`src/rtl/keypad_pkg.sv`:
```
// Shared types for the keypad scanner: scan FSM states, queued event record
// and a width helper used for derived parameters.
package keypad_pkg;

  typedef enum logic [1:0] {
    ST_SCAN,
    ST_DEBOUNCE,
    ST_HELD
  } scan_state_t;

  // Wide enough for the largest keypad (8x8 = 64 keys).
  localparam int MAX_KW = 6;

  typedef struct packed {
    logic [MAX_KW-1:0] key;
    logic              is_repeat;
  } key_event_t;

  function automatic int clog2_min1(input int n);
    int w;
    w = 1;
    while ((1 << w) < n) w++;
    return w;
  endfunction

endpackage

```
`src/rtl/keypad_event_fifo.sv`:
```
// Small synchronous event queue; a push into a full queue is only accepted
// when a pop happens in the same cycle.
module keypad_event_fifo
  import keypad_pkg::*;
#(
  parameter int DEPTH = 4,
  parameter int WIDTH = 8
) (
  input  logic             clk,
  input  logic             rst,
  input  logic             push,
  input  logic [WIDTH-1:0] push_data,
  input  logic             pop,
  output logic [WIDTH-1:0] head,
  output logic             full,
  output logic             empty
);

  localparam int AW = clog2_min1(DEPTH);
  localparam logic [AW:0] FULL_COUNT = (AW+1)'(DEPTH);

  logic [WIDTH-1:0] mem [DEPTH];
  logic [AW-1:0]    wr_ptr, rd_ptr;
  logic [AW:0]      count;
  logic             wr_en, rd_en;

  assign empty = (count == '0);
  assign full  = (count == FULL_COUNT);
  assign rd_en = pop & ~empty;
  assign wr_en = push & (~full | rd_en);
  assign head  = mem[rd_ptr];

  // Storage is cleared on reset so the head outputs read as zero when empty.
  always_ff @(posedge clk) begin
    if (rst) begin
      wr_ptr <= '0;
      rd_ptr <= '0;
      count  <= '0;
      for (int i = 0; i < DEPTH; i++) mem[i] <= '0;
    end else begin
      if (wr_en) begin
        mem[wr_ptr] <= push_data;
        wr_ptr      <= wr_ptr + 1'b1;
      end
      if (rd_en) rd_ptr <= rd_ptr + 1'b1;
      case ({wr_en, rd_en})
        2'b10:   count <= count + 1'b1;
        2'b01:   count <= count - 1'b1;
        default: count <= count;
      endcase
    end
  end

endmodule

```
`src/rtl/keypad_scan_queue.sv`:
```
// Matrix keypad scanner: walks an active-low column, debounces the lowest
// active row, emits press/auto-repeat events into a small queue.
module keypad_scan_queue
  import keypad_pkg::*;
#(
  parameter int ROWS         = 4,
  parameter int COLS         = 4,
  parameter int SCAN_DIV     = 100000,
  parameter int DEBOUNCE     = 4,
  parameter int REPEAT_TICKS = 50,
  parameter int FIFO_DEPTH   = 4,
  localparam int KW          = clog2_min1(ROWS*COLS)
) (
  input  logic            clk,
  input  logic            rst,
  input  logic [ROWS-1:0] row,
  output logic [COLS-1:0] col,
  input  logic            repeat_en,
  input  logic            ev_ready,
  output logic            ev_valid,
  output logic [KW-1:0]   ev_key,
  output logic            ev_repeat,
  output logic            key_held,
  output logic            overflow,
  input  logic            ovf_clr
);

  localparam int RW = clog2_min1(ROWS);
  localparam int CW = clog2_min1(COLS);
  localparam int DW = clog2_min1(SCAN_DIV);
  localparam int PW = clog2_min1(REPEAT_TICKS + 1);

  logic [DW-1:0]   div;
  logic            tick;
  scan_state_t     state, state_nxt;
  logic [CW-1:0]   col_idx, col_idx_nxt, col_adv;
  logic [RW-1:0]   r_lat, r_lat_nxt, r_low;
  logic [3:0]      cnt, cnt_nxt, rel, rel_nxt;
  logic [4:0]      cnt_inc, rel_inc;
  logic [PW-1:0]   rpt, rpt_nxt, rpt_inc;
  logic            held_nxt;
  logic [ROWS-1:0] rows_act;
  logic            any_act, r_act;
  logic            push, push_rep, pop, fifo_full, fifo_empty;
  key_event_t      push_ev, head_ev;
  logic            unused_key_bits;

  assign tick = (div == DW'(SCAN_DIV - 1));

  always_ff @(posedge clk) begin
    if (rst || tick) div <= '0;
    else             div <= div + 1'b1;
  end

  assign rows_act = ~row;
  assign any_act  = |rows_act;
  assign r_act    = rows_act[r_lat];
  assign col_adv  = (col_idx == CW'(COLS - 1)) ? '0 : col_idx + 1'b1;

  // Lowest-numbered active row wins when several are pulled low.
  always_comb begin
    r_low = '0;
    for (int i = ROWS - 1; i >= 0; i--) begin
      if (rows_act[i]) r_low = RW'(i);
    end
  end

  always_ff @(posedge clk) begin
    if (rst) begin
      state    <= ST_SCAN;
      col_idx  <= '0;
      r_lat    <= '0;
      cnt      <= '0;
      rel      <= '0;
      rpt      <= '0;
      key_held <= 1'b0;
    end else begin
      state    <= state_nxt;
      col_idx  <= col_idx_nxt;
      r_lat    <= r_lat_nxt;
      cnt      <= cnt_nxt;
      rel      <= rel_nxt;
      rpt      <= rpt_nxt;
      key_held <= held_nxt;
    end
  end

  // The column only moves when leaving SCAN idle or returning to SCAN, so
  // the latched column is always the one currently driven.
  always_comb begin
    state_nxt   = state;
    col_idx_nxt = col_idx;
    r_lat_nxt   = r_lat;
    cnt_nxt     = cnt;
    rel_nxt     = rel;
    rpt_nxt     = rpt;
    held_nxt    = key_held;
    push        = 1'b0;
    push_rep    = 1'b0;
    cnt_inc     = {1'b0, cnt} + 5'd1;
    rel_inc     = {1'b0, rel} + 5'd1;
    rpt_inc     = rpt + 1'b1;
    if (tick) begin
      unique case (state)
        ST_SCAN: begin
          if (any_act) begin
            r_lat_nxt = r_low;
            cnt_nxt   = 4'd1;
            state_nxt = ST_DEBOUNCE;
          end else begin
            col_idx_nxt = col_adv;
          end
        end
        ST_DEBOUNCE: begin
          if (!r_act) begin
            state_nxt   = ST_SCAN;
            col_idx_nxt = col_adv;
          end else if (cnt_inc >= 5'(DEBOUNCE)) begin
            push      = 1'b1;
            held_nxt  = 1'b1;
            rpt_nxt   = '0;
            rel_nxt   = '0;
            state_nxt = ST_HELD;
          end else begin
            cnt_nxt = cnt_inc[3:0];
          end
        end
        ST_HELD: begin
          if (r_act) begin
            rel_nxt = '0;
            if (repeat_en) begin
              if (rpt_inc == PW'(REPEAT_TICKS)) begin
                push     = 1'b1;
                push_rep = 1'b1;
                rpt_nxt  = '0;
              end else begin
                rpt_nxt = rpt_inc;
              end
            end
          end else if (rel_inc >= 5'(DEBOUNCE)) begin
            held_nxt    = 1'b0;
            rel_nxt     = '0;
            state_nxt   = ST_SCAN;
            col_idx_nxt = col_adv;
          end else begin
            rel_nxt = rel_inc[3:0];
          end
        end
        default: state_nxt = ST_SCAN;
      endcase
    end
  end

  assign push_ev.key       = MAX_KW'(int'(r_lat) * COLS + int'(col_idx));
  assign push_ev.is_repeat = push_rep;

  keypad_event_fifo #(
    .DEPTH (FIFO_DEPTH),
    .WIDTH ($bits(key_event_t))
  ) u_fifo (
    .clk       (clk),
    .rst       (rst),
    .push      (push),
    .push_data (push_ev),
    .pop       (pop),
    .head      (head_ev),
    .full      (fifo_full),
    .empty     (fifo_empty)
  );

  // A same-cycle drop wins over the clear request.
  always_ff @(posedge clk) begin
    if (rst)                          overflow <= 1'b0;
    else if (push & fifo_full & ~pop) overflow <= 1'b1;
    else if (ovf_clr)                 overflow <= 1'b0;
  end

  assign pop             = ev_ready & ~fifo_empty;
  assign ev_valid        = ~fifo_empty;
  assign ev_key          = head_ev.key[KW-1:0];
  assign ev_repeat       = head_ev.is_repeat;
  assign col             = ~(COLS'(1) << col_idx);
  assign unused_key_bits = ^head_ev.key;

endmodule

```
`config.mk`:
```
export PLATFORM = sky130hd
export DESIGN_NAME = keypad_scan_queue
export DESIGN_NICKNAME = d
export VERILOG_FILES = /design/src/rtl/keypad_pkg.sv /design/src/rtl/keypad_event_fifo.sv /design/src/rtl/keypad_scan_queue.sv
export SDC_FILE = /design/constraint.sdc
export NUM_CORES = 1
export LEC_CHECK = 0
export BUFFER_PORTS_ARGS = -buffer_cell sky130_fd_sc_hd__buf_2
export CAP_MARGIN = 30
export CORE_MARGIN = 5
export CORE_UTILIZATION = 55
export DETAILED_ROUTE_END_ITERATION = 6
export MAX_ROUTING_LAYER = met4
export PLACE_DENSITY = 0.73
export SYNTH_ARGS = -nofsm -noshare
export SYNTH_HDL_FRONTEND = slang
export SYNTH_SLANG_ARGS = --single-unit
```
`constraint.sdc`:
```
create_clock -name clk -period 4.25 [get_ports clk]
set_input_delay 0.2125 -clock clk [delete_from_list [all_inputs] [get_ports clk]]
set_output_delay 0.2125 -clock clk [all_outputs]
set_load 0.02 [all_outputs]
```
==> Yosys cells after proc, flatten, opt, wreduce, memory -nomap -nowiden <==
Memories as Yosys holds them, arrays and structs flattened. A register that Yosys moved wholly into a read port is not among the register bits.
Cells that the tools add are included.
{ "word_totals": {"regBits": 46, "mem_bits_rw": 24, "inputBits": 9, "out_inout_bits": 12, "wordCells": 134, "memories": 1} }
{ "memory_table": {"columns": ["name", "depth", "width", "rd", "rd_clocked_by_memory_dff", "wr", "line", "text"], "rows": [
  ["u_fifo.mem", 4, 6, 1, 1, 4, "keypad_event_fifo.sv:22", "logic [WIDTH-1:0] mem [DEPTH];"]
]} }
{ "op_classes": {"n_addsub": 10, "order_cmp": 3, "eq_ne": 19, "shifts": 1, "muxes": 60, "bitwise_logic": 11, "n_reduce_logical": 17} }
{ "ops": {"columns": ["op", "count"], "rows": [
  ["$mux 6", 6],
  ["$mux 2", 17],
  ["$mux 4", 7],
  ["$mux 1", 21],
  ["$ne 2x2->1 const B", 10],
  ["$reduce_and 6->1", 3],
  ["$add 17x1->17 const B", 1],
  ["$eq 17x17->1 const B", 1],
  ["$pmux 4 s2", 2],
  ["$pmux 2 s3", 2],
  ["$pmux 6 s2", 1],
  ["$add 4x1->5 const B", 2],
  ["$ge 5x3->1 const B", 2],
  ["$reduce_and 5->1", 2],
  ["$not 4->4", 2],
  ["$reduce_bool 2->1", 4],
  ["$add 2x1->2 const B", 3],
  ["$add 6x1->6 const B", 1],
  ["$eq 2x2->1 const B", 3],
  ["$eq 6x6->1 const B", 1],
  ["$pmux 3 s2", 1],
  ["$reduce_or 6->1", 1],
  ["$add 4x2->5", 1],
  ["$and 1x1->1", 5],
  ["other kinds (18)", 22]
]} }

==> Longest topological paths before layout <==
{ "depth": {"word_depth": 13, "mapped_depth": 13, "mapped_depth_nobuf": 12} }

==> Modules after synthesis <==
Synthesis repeated with hierarchy kept, for this count alone.
{ "hier_totals": {"cells_unflattened": 382, "hier_area_um2": 3822.4} }
{ "modules_own_cells": {"columns": ["module", "instances", "cells_each", "area_per_inst_um2", "seq_area_each_um2"], "rows": [
  ["keypad_scan_queue", 1, 260, 2154.6, 780.7],
  ["keypad_event_fifo", 1, 122, 1667.8, 1021.0]
]} }

==> Least setup slack after synthesis <==
OpenSTA, ideal clock, no wires.
{ "synth_path": {"kind": "flip-flop to flip-flop", "start": "register rpt[1]", "end": "register u_fifo.count[2]", "arrival_ps": 2702, "required_ps": 4179, "path_slack_ps": 1477, "stages_incl_launch_ff": 14, "path_buffers": 1, "path_cell_list": "dfxtp_1 > inv_1 > ha_1 > nor4bb_1 > a41o_1 > o211ai_2 > a211o_1 > buf_2 > ha_1 > inv_1 > fa_1 > xor2_1 > or3_1 > a21oi_1"} }
{ "synth_between": {"elab_chain_cells": 10, "word_cells_on_any_way": 12, "cone_classes": "add/sub (1); eq/ne (3); mux (6); bitwise (1); reduce/logical (1)"} }
{ "synth_rtl": {"columns": ["element", "line", "text"], "rows": [
  ["start, declared", "keypad_scan_queue.sv:40", "logic [PW-1:0] rpt, rpt_nxt, rpt_inc;"],
  ["start signal, assigned", "keypad_scan_queue.sv:83", "rpt <= rpt_nxt;"],
  ["$add 6x1->6 *", "keypad_scan_queue.sv:102", "rpt_inc = rpt + 1'b1;"],
  ["$eq 6x6->1 *", "keypad_scan_queue.sv:132", "if (rpt_inc == PW'(REPEAT_TICKS)) begin"],
  ["$mux 1 *", "keypad_scan_queue.sv:132", null],
  ["$mux 1 *", "keypad_scan_queue.sv:131", "if (repeat_en) begin"],
  ["$mux 1 *", "keypad_scan_queue.sv:129", "if (r_act) begin"],
  ["$pmux 1 s2 *", "keypad_scan_queue.sv:104", "unique case (state)"],
  ["$mux 1 *", "keypad_scan_queue.sv:103", "if (tick) begin"],
  ["$and 1x1->1 *", "keypad_event_fifo.sv:30", "assign wr_en = push & (~full | rd_en);"],
  ["$eq 2x1->1 or $eq 2x2->1 (tied branches)", "keypad_event_fifo.sv:46", "case ({wr_en, rd_en})"],
  ["$pmux 3 s2 or $reduce_bool 2->1 (tied branches)", null, null],
  ["end signal, assigned", "keypad_event_fifo.sv:47", "2'b10: count <= count + 1'b1;"],
  ["end signal, assigned", "keypad_event_fifo.sv:48", "2'b01: count <= count - 1'b1;"],
  ["end signal, assigned", "keypad_event_fifo.sv:49", "default: count <= count;"],
  ["end, declared", "keypad_event_fifo.sv:24", "logic [AW:0] count;"]
]} }
Every way passes the cells marked *; elsewhere a longest branch is shown, timed or not.
A chain may end at the register's enable or synchronous reset.

==> Worst setup path after layout <==
{ "layout_path": {"start": "register state[0]", "end": "register u_fifo.count[2]"} }
{ "layout_between": {"elab_chain_cells": 6, "word_cells_on_any_way": 9, "cone_classes": "eq/ne (4); mux (3); bitwise (1); reduce/logical (1)"} }
{ "layout_rtl": {"columns": ["element", "line", "text"], "rows": [
  ["start, declared", "keypad_scan_queue.sv:35", "scan_state_t state, state_nxt;"],
  ["start signal, assigned", "keypad_scan_queue.sv:78", "state <= state_nxt;"],
  ["$eq 2x2->1 or $eq 2x1->1 (tied branches)", "keypad_scan_queue.sv:104", null],
  ["$pmux 1 s2 *", "keypad_scan_queue.sv:104", null],
  ["$mux 1 *", "keypad_scan_queue.sv:103", null],
  ["$and 1x1->1 *", "keypad_event_fifo.sv:30", null],
  ["$eq 2x1->1 or $eq 2x2->1 (tied branches)", "keypad_event_fifo.sv:46", null],
  ["$pmux 3 s2 or $reduce_bool 2->1 (tied branches)", null, null]
]} }
Marked as above.

==> impl_metrics.yaml <==
power:
  power_frac_clock: 0.382
  p_leak_nw: 1.35
  internal_power_w: 0.000907
  p_sw_frac: 0.237
  combPwrFrac: 0.041
  irDropWorstVdd_uv: 192
  p_sw_w: 0.000282
  pwr-share-seq: 0.577
  power_density_mw_per_mm2: 307
worst_setup_path:
  required_ns: 4.51
  cp-end-kind: "flop"
  worstPathMaxFanout: 21
  crit_top_cell: "inv_1"
  start_kind: "flop"
  cpMaxStageDelayCell: "a211o_1"
  path_cells: "inv_1, ha_1, inv_1, nor3_2, o211ai_2, a211o_1, ha_1, inv_1, fa_1, xor2_1, or3_1, a21oi_1"
  crit_arrival_ns: 3.51
  crit_type: "flop to flop"
  max_stage_delay_ns: 0.58
cells_and_area:
  antenna_cells: 0
  final_nets: 412
  layout-drive-gt1-share: 0.141
  synthToLayoutAreaGrowth_pct: 8.52
  ff_latch_area_sq_mm: 0.00156
  stdcell_count: 468
  multiInputGateArea_sq_mm: 0.00184
  n_fill_cell: 579
  final_util: 0.613
logic_synthesis:
  yosysTopAreaCell: "dfxtp_1"
  yosys-top-cells-count: "48 x dfxtp_1, 40 x nor2_1, 29 x nand2_1"
  seq_area_frac_synth: 0.438
  synth_top_area_share: 0.269
  ys_seq_elements: 68
  ys_top_cells_by_area: "dfxtp_1 27%, edfxtp_1 17%, ha_1 5.6%"
  async_flop_share: 0
  syn-num-nets: 395
  synth_area_per_cell_sq_um: 9.67
  synthMostInstantiatedCell: "dfxtp_1"
  synth_edf_count: 20
  syn_inst: 369
  yosys_warnings: 0
  synth_area_sq_mm: 0.00357
  synthFlopType: "dfxtp_1"
  synth_cell_types: 67
sta:
  period_minus_slack_ns: 3.25
  rsz0062_at_grt: "no"
  fin_tns_setup_ns: 0
  worstMarginPinSlew_ns: 0.801
  worst_slack_ns: 0.999
  drv_slew: 0
  clock_skew_ns: 0.0102
  slew_headroom: 0.461
  fmax_mhz: 308
  finalCritPeriodShare: 0.765
  setup_viol: 0
  hold_viol: 0
  hold_ws_ns: 0.175
routing:
  viasPerCell: 5.66
  drt_wl_total_um: 6660
  antenna_left: 0
  drtIter0Drc: 127
  vias: 2648
  drc: 0
  first_pass_iters: 4
  wl_per_cell_um: 14.2
floorplanning:
  dieWidth_um: 90.5
  dieArea_sq_mm: 0.00820
  pin_count: 21
  rows: 29
  fp.dieH_um: 90.5
  coreArea_sq_mm: 0.00631
  start_util: 0.565
clock_network:
  path_clk_slew_ns: 0.07
  worstSkewPairLatency_ns: 0.34
  numCtsBuffers: 9
  cts_tree: "built"
  cts_repair_resize_count: 0
  cts_buffer_depth: 2
  htree_num_levels: 3
  hold_buffers: 0
  cts-root-buf: "clkbuf_8"
  cts.sinks: 68
  post-cts-setup-buffer-count: 0
flow_run:
  max_cap_viol_count: 0
run_status:
  outcome: "finished, final reports clean"
global_route:
  overflow: 0
  antenna_found_initial: 0
  grt_pass1_wl_um: 11600
  grt_pass1_vias: 2548
  track_usage: 0.174
  grt_max_degree: 36
placement:
  port_buffers: 20
  place_inst: 452
  place_congestion: 0.832
  pre_cts_ws_ns: 1.04
  dpl.hpwl_um: 4880
worst_hold_path:
  min_path_type: "input pin to flop"
==> metrics by stage <==
stage,area [sq um],power (W)
6_report,3870,0.00119
5_1_grt,3870,0.00124
4_1_cts,3870,0.00120
3_5_place_dp,3700,0.000750
3_3_place_gp,3700,0.000749
2_1_floorplan,3570,0.000735
==> area by class of cell <==
cell class                 instances  share of cell area
inverter                          28              0.0271
sequential                        68               0.403
timing repair buffer              20              0.0259
clock inverter                     6              0.0110
multi-input combinational        259               0.475
tap                               77              0.0249
clock buffer                      10              0.0330
==> critical path, delay by kind of cell (launching register included) <==
family                     cells  cell delay, ns
AOI/OAI and AO/OA              3            0.84
xor gates and xnor gates       1            0.16
adders and majority gates      3            1.07
buffers and inverters          3            0.34
DFF                            1            0.38
and+or+nand+nor                2            0.39
==> metal layers <==
| layer | routed length (um) | part of all wire | up-vias | track usage |
|---|---|---|---|---|
| li1 | - | - | 1366 | - |
| met1 | 3060 | 0.46 | 1228 | 0.222 |
| met5 | 0 | 0 | - | - |
| met2 | 3180 | 0.48 | 40 | 0.268 |
| met3 | 269 | 0.040 | 14 | 0.0367 |
| met4 | 153 | 0.023 | 0 | 0.0757 |
==> sequential cells by signal (all words and copies together), names as in the netlist, 2 cells and up, named ones only <==
name / cells
div: 17
u_fifo.wr_ptr: 2
rpt: 6
rel: 4
r_lat: 2
u_fifo.count: 3
u_fifo.rd_ptr: 2
u_fifo.mem: 20
state: 2
cnt: 4
col_idx: 2
==> cell usage in the layout, fill, tap and decap left out, drive strengths merged, types with 4 or more instances in the layout <==
cell	instances
nand2b	4
xor2	10
a21oi	8
clkbuf	10
mux2i	5
edfxtp	20
o21ai	10
or3	4
nand2	29
a31oi	5
mux4	6
o211ai	4
dfxtp	48
inv	28
and3	6
nor4b	5
nor3b	6
clkinv	4
nand4	7
nor2	41
a211o	4
nand3	11
buf	20
ha	16
xnor2	10
nor3	18
==> worst paths after layout <==
kind                                            start                           end  slack, ns  cells after the start
worst min register to register      div[0]$_SDFF_PP0_             div[0]$_SDFF_PP0_       0.45                      1
worst min-delay path                           row[0]         r_lat[0]$_SDFFE_PP0P_       0.17                      3
worst max-delay path            state[0]$_SDFFE_PP0P_  u_fifo.count[2]$_SDFFE_PP0P_        1.0                     12
worst max register to register  state[0]$_SDFFE_PP0P_  u_fifo.count[2]$_SDFFE_PP0P_        1.0                     12
==> power groups by stage <==
| stage | sequential (W) | combinational, W | clock [W] |
|---|---|---|---|
| 2_1_floorplan | 0.000699 | 0.0000360 | 0 |
| 3_3_place_gp | 0.000700 | 0.0000488 | 0 |
| 3_5_place_dp | 0.000701 | 0.0000494 | 0 |
| 4_1_cts | 0.000686 | 0.0000497 | 0.000467 |
| 5_1_grt | 0.000688 | 0.0000544 | 0.000502 |
| 6_report | 0.000686 | 0.0000488 | 0.000454 |
==> cells by family (layout without fill, tap and decap cells) <==
group,count (synthesis),after routing,share of synthesized area
AND/OR/NAND/NOR,152,152,0.231
AO/OA/AOI/OAI,59,59,0.121
flip-flops,68,68,0.438
buffers and inverters,42,64,0.0470
XOR/XNOR,20,20,0.0491
multiplexers,11,11,0.0519
adder cells (fa/ha/maj),17,17,0.0617
Note: power is estimated with default switching activity, not from simulation.
